<file path="src/rtl/ps2_kbd_pkg.sv">
// Shared types and byte constants for the PS/2 scan-code set 2 key event path.
package ps2_kbd_pkg;

  typedef struct packed {
    logic       ext;
    logic       brk;
    logic [7:0] code;
  } key_evt_t;

  localparam logic [7:0] BYTE_E0 = 8'hE0;
  localparam logic [7:0] BYTE_F0 = 8'hF0;
  localparam logic [7:0] BYTE_E1 = 8'hE1;

  localparam logic [7:0] ST_ACK    = 8'hFA;
  localparam logic [7:0] ST_BAT    = 8'hAA;
  localparam logic [7:0] ST_ECHO   = 8'hEE;
  localparam logic [7:0] ST_RESEND = 8'hFE;
  localparam logic [7:0] ST_ERR0   = 8'h00;
  localparam logic [7:0] ST_ERR1   = 8'hFF;

  // Pause (E1 14 77 E1 F0 14 F0 77) is swallowed: seven bytes follow the first E1.
  localparam logic [2:0] E1_SKIP_LEN = 3'd7;

  typedef enum logic [2:0] {
    S_IDLE,
    S_PRE_E0,
    S_PRE_F0,
    S_PRE_E0F0,
    S_SKIP_E1
  } parse_state_e;

  function automatic logic is_status(input logic [7:0] b);
    return (b == ST_ACK) || (b == ST_BAT) || (b == ST_ECHO) ||
           (b == ST_RESEND) || (b == ST_ERR0) || (b == ST_ERR1);
  endfunction

  function automatic logic [31:0] pack_key_word(input key_evt_t e);
    return {22'd0, e};
  endfunction

endpackage

</file>
<file path="src/rtl/key_event_fifo.sv">
// Generic first-word-fall-through FIFO; read data is zero whenever the FIFO is empty.
module key_event_fifo #(
  parameter int DEPTH = 8,
  parameter int WIDTH = 10
) (
  input  logic                     clk,
  input  logic                     rstin,
  input  logic                     push_i,
  input  logic [WIDTH-1:0]         wdata_i,
  input  logic                     pop_i,
  output logic [WIDTH-1:0]         rdata_o,
  output logic                     full_o,
  output logic                     empty_o,
  output logic [$clog2(DEPTH):0]   count_o
);

  localparam int AW = $clog2(DEPTH);

  logic [WIDTH-1:0] mem_q [DEPTH];
  logic [AW:0]      wr_q, rd_q;
  logic             do_push, do_pop;

  // Extra pointer MSB distinguishes full from empty when the low bits match.
  assign empty_o = (wr_q == rd_q);
  assign full_o  = (wr_q[AW] != rd_q[AW]) && (wr_q[AW-1:0] == rd_q[AW-1:0]);
  assign do_pop  = pop_i && !empty_o;
  assign do_push = push_i && (!full_o || do_pop);
  assign count_o = wr_q - rd_q;
  assign rdata_o = empty_o ? '0 : mem_q[rd_q[AW-1:0]];

  always_ff @(posedge clk) begin
    if (do_push) mem_q[wr_q[AW-1:0]] <= wdata_i;
  end

  always_ff @(posedge clk or negedge rstin) begin
    if (!rstin) begin
      wr_q <= '0;
      rd_q <= '0;
    end else begin
      if (do_push) wr_q <= wr_q + 1'b1;
      if (do_pop)  rd_q <= rd_q + 1'b1;
    end
  end

endmodule

</file>
<file path="src/rtl/ps2_key_event_queue.sv">
// Scan-code set 2 parser feeding a FWFT key event FIFO.
// Optional typematic repeat filter enabled by defining KEY_REPEAT_FILTER_EN.
module ps2_key_event_queue
  import ps2_kbd_pkg::*;
#(
  parameter int DEPTH       = 8,
  parameter int TIMEOUT_CYC = 2500000,
  parameter bit DROP_BREAK  = 1'b1
) (
  input  logic                   clk,
  input  logic                   rstin,
  input  logic                   byte_valid,
  input  logic [7:0]             byte_in,
  input  logic                   pop,
  input  logic                   clear_ovf,
  output logic                   key_avail,
  output logic [31:0]            key_word,
  output logic [$clog2(DEPTH):0] count,
  output logic                   overflow
);

  localparam int TW = $clog2(TIMEOUT_CYC + 1);

  parse_state_e  state_q, state_d;
  logic [2:0]    skip_q, skip_d;
  logic [TW-1:0] tmo_q, tmo_d;
  logic          ovf_q, ovf_d;
  logic          tmo_hit;
  logic          emit;
  key_evt_t      evt;
  logic          push;
  logic          fifo_full, fifo_empty;
  logic [9:0]    fifo_rdata;

  assign tmo_hit = (tmo_q == TW'(TIMEOUT_CYC - 1));

  always_ff @(posedge clk or negedge rstin) begin
    if (!rstin) begin
      state_q <= S_IDLE;
      skip_q  <= '0;
      tmo_q   <= '0;
      ovf_q   <= 1'b0;
    end else begin
      state_q <= state_d;
      skip_q  <= skip_d;
      tmo_q   <= tmo_d;
      ovf_q   <= ovf_d;
    end
  end

  always_comb begin
    state_d = state_q;
    skip_d  = skip_q;
    tmo_d   = tmo_q;
    if (byte_valid) begin
      tmo_d = '0;
      case (state_q)
        S_IDLE: begin
          if (byte_in == BYTE_E0)      state_d = S_PRE_E0;
          else if (byte_in == BYTE_F0) state_d = S_PRE_F0;
          else if (byte_in == BYTE_E1) begin
            state_d = S_SKIP_E1;
            skip_d  = E1_SKIP_LEN;
          end
        end
        S_PRE_E0: begin
          if (byte_in == BYTE_F0)      state_d = S_PRE_E0F0;
          else if (byte_in == BYTE_E0) state_d = S_PRE_E0;
          else if (byte_in == BYTE_E1) begin
            state_d = S_SKIP_E1;
            skip_d  = E1_SKIP_LEN;
          end else                     state_d = S_IDLE;
        end
        S_PRE_F0: begin
          if (byte_in == BYTE_F0)      state_d = S_PRE_F0;
          else if (byte_in == BYTE_E0) state_d = S_PRE_E0;
          else                         state_d = S_IDLE;
        end
        S_PRE_E0F0: begin
          if (byte_in == BYTE_E0)      state_d = S_PRE_E0;
          else if (byte_in == BYTE_F0) state_d = S_PRE_E0F0;
          else                         state_d = S_IDLE;
        end
        S_SKIP_E1: begin
          skip_d = skip_q - 1'b1;
          if (skip_q == 3'd1) state_d = S_IDLE;
        end
        default: state_d = S_IDLE;
      endcase
    end else if (state_q != S_IDLE) begin
      // A stalled prefix is abandoned so a lost byte cannot corrupt the next key.
      if (tmo_hit) begin
        state_d = S_IDLE;
        skip_d  = '0;
        tmo_d   = '0;
      end else begin
        tmo_d = tmo_q + 1'b1;
      end
    end
  end

  always_comb begin
    emit     = 1'b0;
    evt      = '0;
    evt.code = byte_in;
    if (byte_valid) begin
      case (state_q)
        S_IDLE: emit = !((byte_in == BYTE_E0) || (byte_in == BYTE_F0) ||
                         (byte_in == BYTE_E1) || is_status(byte_in));
        S_PRE_E0: begin
          evt.ext = 1'b1;
          emit    = !((byte_in == BYTE_E0) || (byte_in == BYTE_F0) ||
                      (byte_in == BYTE_E1) || is_status(byte_in));
        end
        S_PRE_F0: begin
          evt.brk = 1'b1;
          emit    = !((byte_in == BYTE_E0) || (byte_in == BYTE_F0));
        end
        S_PRE_E0F0: begin
          evt.ext = 1'b1;
          evt.brk = 1'b1;
          emit    = !((byte_in == BYTE_E0) || (byte_in == BYTE_F0));
        end
        default: emit = 1'b0;
      endcase
    end
  end

`ifdef KEY_REPEAT_FILTER_EN
  logic       held_valid_q, held_valid_d;
  logic       held_ext_q, held_ext_d;
  logic [7:0] held_code_q, held_code_d;
  logic       held_match, is_repeat;

  assign held_match = held_valid_q && (held_ext_q == evt.ext) && (held_code_q == evt.code);
  assign is_repeat  = held_match && !evt.brk;

  always_comb begin
    held_valid_d = held_valid_q;
    held_ext_d   = held_ext_q;
    held_code_d  = held_code_q;
    if (emit) begin
      if (!evt.brk && !is_repeat) begin
        held_valid_d = 1'b1;
        held_ext_d   = evt.ext;
        held_code_d  = evt.code;
      end else if (evt.brk && held_match) begin
        held_valid_d = 1'b0;
      end
    end
  end

  always_ff @(posedge clk or negedge rstin) begin
    if (!rstin) begin
      held_valid_q <= 1'b0;
      held_ext_q   <= 1'b0;
      held_code_q  <= '0;
    end else begin
      held_valid_q <= held_valid_d;
      held_ext_q   <= held_ext_d;
      held_code_q  <= held_code_d;
    end
  end

  assign push = emit && !is_repeat && !(DROP_BREAK && evt.brk);
`else
  assign push = emit && !(DROP_BREAK && evt.brk);
`endif

  // A full FIFO only loses the event when no pop frees a slot in the same cycle.
  assign ovf_d = (ovf_q && !clear_ovf) || (push && fifo_full && !pop);

  key_event_fifo #(
    .DEPTH (DEPTH),
    .WIDTH (10)
  ) u_fifo (
    .clk     (clk),
    .rstin   (rstin),
    .push_i  (push),
    .wdata_i (evt),
    .pop_i   (pop),
    .rdata_o (fifo_rdata),
    .full_o  (fifo_full),
    .empty_o (fifo_empty),
    .count_o (count)
  );

  assign key_avail = !fifo_empty;
  assign key_word  = pack_key_word(key_evt_t'(fifo_rdata));
  assign overflow  = ovf_q;

endmodule

</file>
<file path="config.mk">
export PLATFORM = sky130hd
export DESIGN_NAME = ps2_key_event_queue
export DESIGN_NICKNAME = d
export VERILOG_FILES = /design/src/rtl/ps2_kbd_pkg.sv /design/src/rtl/key_event_fifo.sv /design/src/rtl/ps2_key_event_queue.sv
export SDC_FILE = /design/constraint.sdc
export NUM_CORES = 1
export LEC_CHECK = 0
export BUFFER_PORTS_ARGS = -buffer_cell sky130_fd_sc_hd__buf_4
export CORE_MARGIN = 2
export CORE_UTILIZATION = 45
export CTS_BUF_LIST = sky130_fd_sc_hd__clkbuf_4 sky130_fd_sc_hd__clkbuf_8
export DETAILED_ROUTE_END_ITERATION = 6
export PLACE_DENSITY = 0.7
export SYNTH_ARGS = -nofsm -noshare
export SYNTH_HDL_FRONTEND = slang
export SYNTH_SLANG_ARGS = --single-unit
</file>
<file path="constraint.sdc">
create_clock -name clk -period 3.8 [get_ports clk]
set_clock_uncertainty 0.2 [all_clocks]
set_input_delay 0.38 -clock clk [delete_from_list [all_inputs] [get_ports clk]]
set_output_delay 0.38 -clock clk [all_outputs]
set_load 0.02 [all_outputs]
</file>
# Word-level counts from Yosys, hierarchy flattened
# Memories as Yosys holds them, arrays and structs flattened.
# Cells that the tools add are included.
totals:
  regBits: 37
  ram_bits: 80
  in_bits: 13
  memories: 1
classes:
  addsub: 5
  n_eq_ne: 24
  muxes: 33
  reduce_logical: 34
mem_list:
  columns: ["memory", "words", "word_bits", "rd", "rd_clocked_by_memory_dff", "write_ports", "line_no", "rtl"]
  rows:
  - ["u_fifo.mem_q", 8, 10, 1, 0, 1, "key_event_fifo.sv:19", "logic [WIDTH-1:0] mem_q [DEPTH];"]
op_table:
  columns: ["operator", "count"]
  rows:
  - ["22-bit 2-to-1 mux", 3]
  - ["8-bit == test, second input constant", 8]
  - ["3-bit 2-to-1 mux", 16]
  - ["22-bit by 1-bit adder with 22-bit output, second input constant", 1]
  - ["22-bit == test, second input constant", 1]
  - ["3-bit != test, second input constant", 5]
  - ["3-bit one-hot mux with 5 select lines", 1]
  - ["1-bit logical OR", 10]
  - ["10-bit 2-to-1 mux", 1]
  - ["3-bit one-hot mux with 3 select lines", 1]
  - ["4-bit by 1-bit adder with 4-bit output, second input constant", 2]
  - ["8-bit logical NOT", 1]
  - ["2-bit 2-to-1 mux", 4]
  - ["1-bit logical AND", 7]
  - ["1-bit logical NOT", 7]
  - ["7-bit AND reduction", 1]
  - ["3-bit by 1-bit == test with 1-bit output, second input constant", 2]
  - ["3-bit by 2-bit == test with 1-bit output, second input constant", 2]
  - ["1-bit 2-to-1 mux", 6]
  - ["2-bit OR reduction", 3]
  - ["5-bit != test, second input constant", 1]
  - ["4-bit == test", 1]
  - ["4-bit by 1-bit != test with 1-bit output, second input constant", 1]
  - ["4-bit AND reduction", 1]
  - ["9 further kinds", 10]

# Depth between registers and ports, before layout
logic_depth:
  ltp_word: 14
  depth_mapped: 8
  depth_no_buf: 7

# Hierarchy
# Synthesis repeated with hierarchy kept, for this count alone.
hier_totals:
  cells_unflattened: 475
  area_unflattened_um2: 5789.3
by_module_without_submodules:
  columns: ["module", "n_inst", "cells_per_inst", "area_per_inst_um2", "seq_area_each_um2"]
  rows:
  - ["key_event_fifo", 1, 220, 3651.0, 2602.5]
  - ["ps2_key_event_queue", 1, 255, 2138.3, 725.7]

# Worst setup path before layout
# OpenSTA, ideal clock, no wires.
synth_timing:
  path_kind: "reg-to-reg"
  start: "register u_fifo.rd_q[1]"
  end: "memory u_fifo.mem_q[0][0], enable pin"
  setup_time_ns: 0.404
  arrival_ns: 2.554
  required_ns: 3.196
  slack_ns: 0.643
  path_stages_with_launch: 7
  n_path_buf: 1
  cell_sequence: "dfrtp_1 -> clkbuf_1 -> inv_1 -> ha_1 -> nand4_1 -> nand3_1 -> nor4_1"
synth_via:
  elab_chain_cells: 7
synth_lines:
  columns: ["item", "line_no", "rtl"]
  rows:
  - ["from (decl)", "key_event_fifo.sv:20", "logic [AW:0] wr_q, rd_q;"]
  - ["from (signal assigned)", "key_event_fifo.sv:41", "if (do_pop) rd_q <= rd_q + 1'b1;"]
  - ["4-bit == test / 3-bit == test (equally long branches)", "key_event_fifo.sv:24, key_event_fifo.sv:25", null]
  - ["1-bit logical NOT / 1-bit logical AND (equally long branches)", "key_event_fifo.sv:26, key_event_fifo.sv:25", null]
  - ["1-bit logical AND / 1-bit logical NOT (equally long branches)", "key_event_fifo.sv:26, key_event_fifo.sv:27", null]
  - ["1-bit logical OR *", "key_event_fifo.sv:27", "assign do_push = push_i && (!full_o || do_pop);"]
  - ["1-bit logical AND *", "key_event_fifo.sv:27", null]
  - ["1-bit 2-to-1 mux *", "key_event_fifo.sv:32", "if (do_push) mem_q[wr_q[AW-1:0]] <= wdata_i;"]
  - ["1-bit 2-to-1 mux (not written as such) *", "key_event_fifo.sv:32", null]
  - ["to (decl)", "key_event_fifo.sv:19", null]
# Mark *: on every way between the ends. The rest lies on a longest branch, timed or not.

# Worst setup path after layout
layout_timing:
  start: "register u_fifo.rd_q[2]"
  end: "output port key_avail"
layout_via:
  elab_chain_cells: 2
layout_lines:
  columns: ["item", "line_no", "rtl"]
  rows:
  - ["4-bit == test", "key_event_fifo.sv:24", "assign empty_o = (wr_q == rd_q);"]
  - ["1-bit logical NOT", "ps2_key_event_queue.sv:188", "assign key_avail = !fifo_empty;"]
  - ["to (decl)", "ps2_key_event_queue.sv:16", "output logic key_avail,"]
# No other way between the ends.

==> flow_summary.ini <==
[synthesis]
synth.distinct_cells = 51
syn_avg_cell_area_um2 = 12.9
netlist_area_um2 = 5480
ys_async_sr_fraction = 0.316
synth.ff_latch_count = 117
yosys-top-cells-area = edfxtp_1 44%, dfrtp_1 17%, mux4_2 8.2%, buf_4 3.1%, nand2_1 2.8%
synth_enable_flop_cells = 80
synthCells = 426
yosysTopAreaCell = edfxtp_1
yosysWarnings = 0
synth_top_area_frac = 0.438
ys_seq_area_frac = 0.607
synth_top_flop_cell = edfxtp_1

[sta]
tightest_slew_ns = 0.691
rsz0062_at_grt = false
timing.hold.ws_ns = 0.0362
hold_viol_final = 0
final-max-slew-violation-count = 0
max-slew-margin-rel = 0.536
min_period_ns = 3.30
tns_ns = 0
fmax_mhz = 303
period_share = 0.868
setup_viol = 0

[clocking]
clkLatencyLatePin_ns = 0.43
cts-root-buf = clkbuf_8
tritoncts = done
clk_pin_slew_ns = 0.07
clock_path_buffers = 2
htreeDepth = 4
cts_sinks = 117
numCtsBuffers = 17
post_cts_buffers = 0

[global_routing]
grt.total_usage = 0.187
grt_start_max_net_pins = 38
grt_pass1_wl_mm = 18.4
antenna_found_initial = 0
grt_pass1_vias = 3501
grt_overflow = 0

[drt]
drtPass1Iterations = 4
wl_per_cell_um = 17.9
antenna_left = 0
drc = 0
vias_per_cell = 5.56
drt-total-wl_mm = 11.3
first_iter_violations = 244
dr_total_vias = 3502

[die]
dieArea_um2 = 13100
ios = 51
coreArea_um2 = 12000
die_height_um = 114
num_rows = 40
die_w_um = 114
initial_core_util = 0.458

[place]
io_buffers = 28
hpwl_mm = 7.53
routabilityCongestion = 0.831
dp.cells = 595

[hold_path]
hold_end = u_fifo.mem_q[4][1]
min-delay-start = byte_in[1]
hold_class = in -> reg
holdPathStages = 1

[finish]
mostFrequentLayoutCell = edfxtp_1
final_cell_mix = 80 x edfxtp_1, 41 x nand2_1, 40 x buf_4
finish.utilization = 0.525
fin_nets = 492
diodes = 0
fin_cells = 630
final_layout_size_suffix_gt1_frac = 0.217
area_delta_synth_final_pct = 14.5

[critical_path]
reg2reg_to = u_fifo.mem_q[7][0]
reg2reg_from = u_fifo.rd_q[2]
critical_path_class = reg -> out
reg2reg_depth = 6
required_ns = 3.22
critPathMaxFanout = 13
start_kind = flop
cp-end-kind = output port
r2r_slack_ns = 0.79
arrival_ns = 2.72
crit_start = u_fifo.rd_q[2]

[power_and_ir_drop]
power_leakage_nw = 2.37
power_density_nw_per_um2 = 715
irDropWorstVdd_mv = 0.255
power.total_mw = 4.49

[run]
cap_violations = 0

[outcome]
status = finished clean
==> what timing repair did <==
action | in CTS | in global routing
endpoints found under the hold margin | 38 | 4
gates resized for setup | 0 | 0
hold buffers | 2 | 1
==> metrics by stage <==
step,worst slack [ns],area (um^2)
after floorplan,0.643,5560
after global placement,0.849,5830
after detailed placement,0.826,5830
after CTS,0.453,6270
after global routing,0.322,6280
final,0.503,6280
==> cell usage after synthesis, types with 3 or more instances <==
cell / instances
buf_4: 23
o211ai_1: 3
nand4_1: 5
nand2_1: 41
and3_1: 6
inv_1: 19
a21o_1: 3
clkbuf_1: 13
nor2_1: 27
nor3_1: 10
ha_1: 8
xnor2_1: 9
a21oi_1: 25
and2_1: 3
dfrtp_1: 37
o21ai_0: 17
or3_1: 7
nand3_1: 15
edfxtp_1: 80
mux4_2: 20
xor2_1: 9
nor4_1: 9
==> power breakdown <==
part / total [mW] / switching [mW] / internal [mW] / leakage [nW]
registers: 1.69 / 0.177 / 1.52 / 1.22
logic: 1.60 / 0.889 / 0.714 / 0.959
clock network: 1.19 / 0.523 / 0.671 / 0.200
total: 4.49 / 1.59 / 2.90 / 2.37
==> worst max-delay path: stages (launching register included) <==
cell     delay (ns)
dfrtp_1        0.64
inv_1          0.34
ha_1           0.45
and4_1         0.51
inv_1          0.15
buf_4          0.19
==> flip-flops by register name, summed over array words and instances, names as in the netlist <==
| name | cells |
|---|---|
| overflow | 1 |
| skip_q | 3 |
| state_q | 3 |
| u_fifo.rd_q | 4 |
| tmo_q | 22 |
| u_fifo.wr_q | 4 |
| u_fifo.mem_q | 80 |
==> metal layers <==
metal / wire (um) / part of all wire / vias up / track usage
met4: 160 / 0.014 / 0 / 0.0707
met3: 565 / 0.050 / 15 / 0.0529
met1: 4660 / 0.41 / 1760 / 0.232
met2: 5910 / 0.52 / 100 / 0.313
met5: 0 / 0 / - / 0
li1: - / - / 1627 / -
==> logic make-up after synthesis <==
group,after synthesis,share of synthesized area
XOR/XNOR,18,0.0288
flip-flops,117,0.607
multiplexers,22,0.0863
other,1,0.000684
AND/OR/NAND/NOR,137,0.127
AO/OA/AOI/OAI,64,0.0712
adder cells (fa/ha/maj),9,0.0219
buffers and inverters,58,0.0573
==> how the worst max path moves through the flow <==
stage	end	slack, ns
after floorplan	u_fifo.mem_q[0][0]	0.64
after global placement	u_fifo.mem_q[7][5]	0.85
after detailed placement	u_fifo.mem_q[7][5]	0.83
after CTS	key_avail	0.45
after global routing	key_avail	0.32
final	key_avail	0.50
==> cell type report <==
class | instances | area [um^2]
fill | 1011 | 5680
sequential | 117 | 3330
multi-input combinational | 272 | 1940
timing repair buffer | 43 | 330
clock buffer | 19 | 249
tap | 147 | 184
clock inverter | 13 | 173
inverter | 19 | 71.3
No activity file was read; power rests on OpenSTA's default activity.
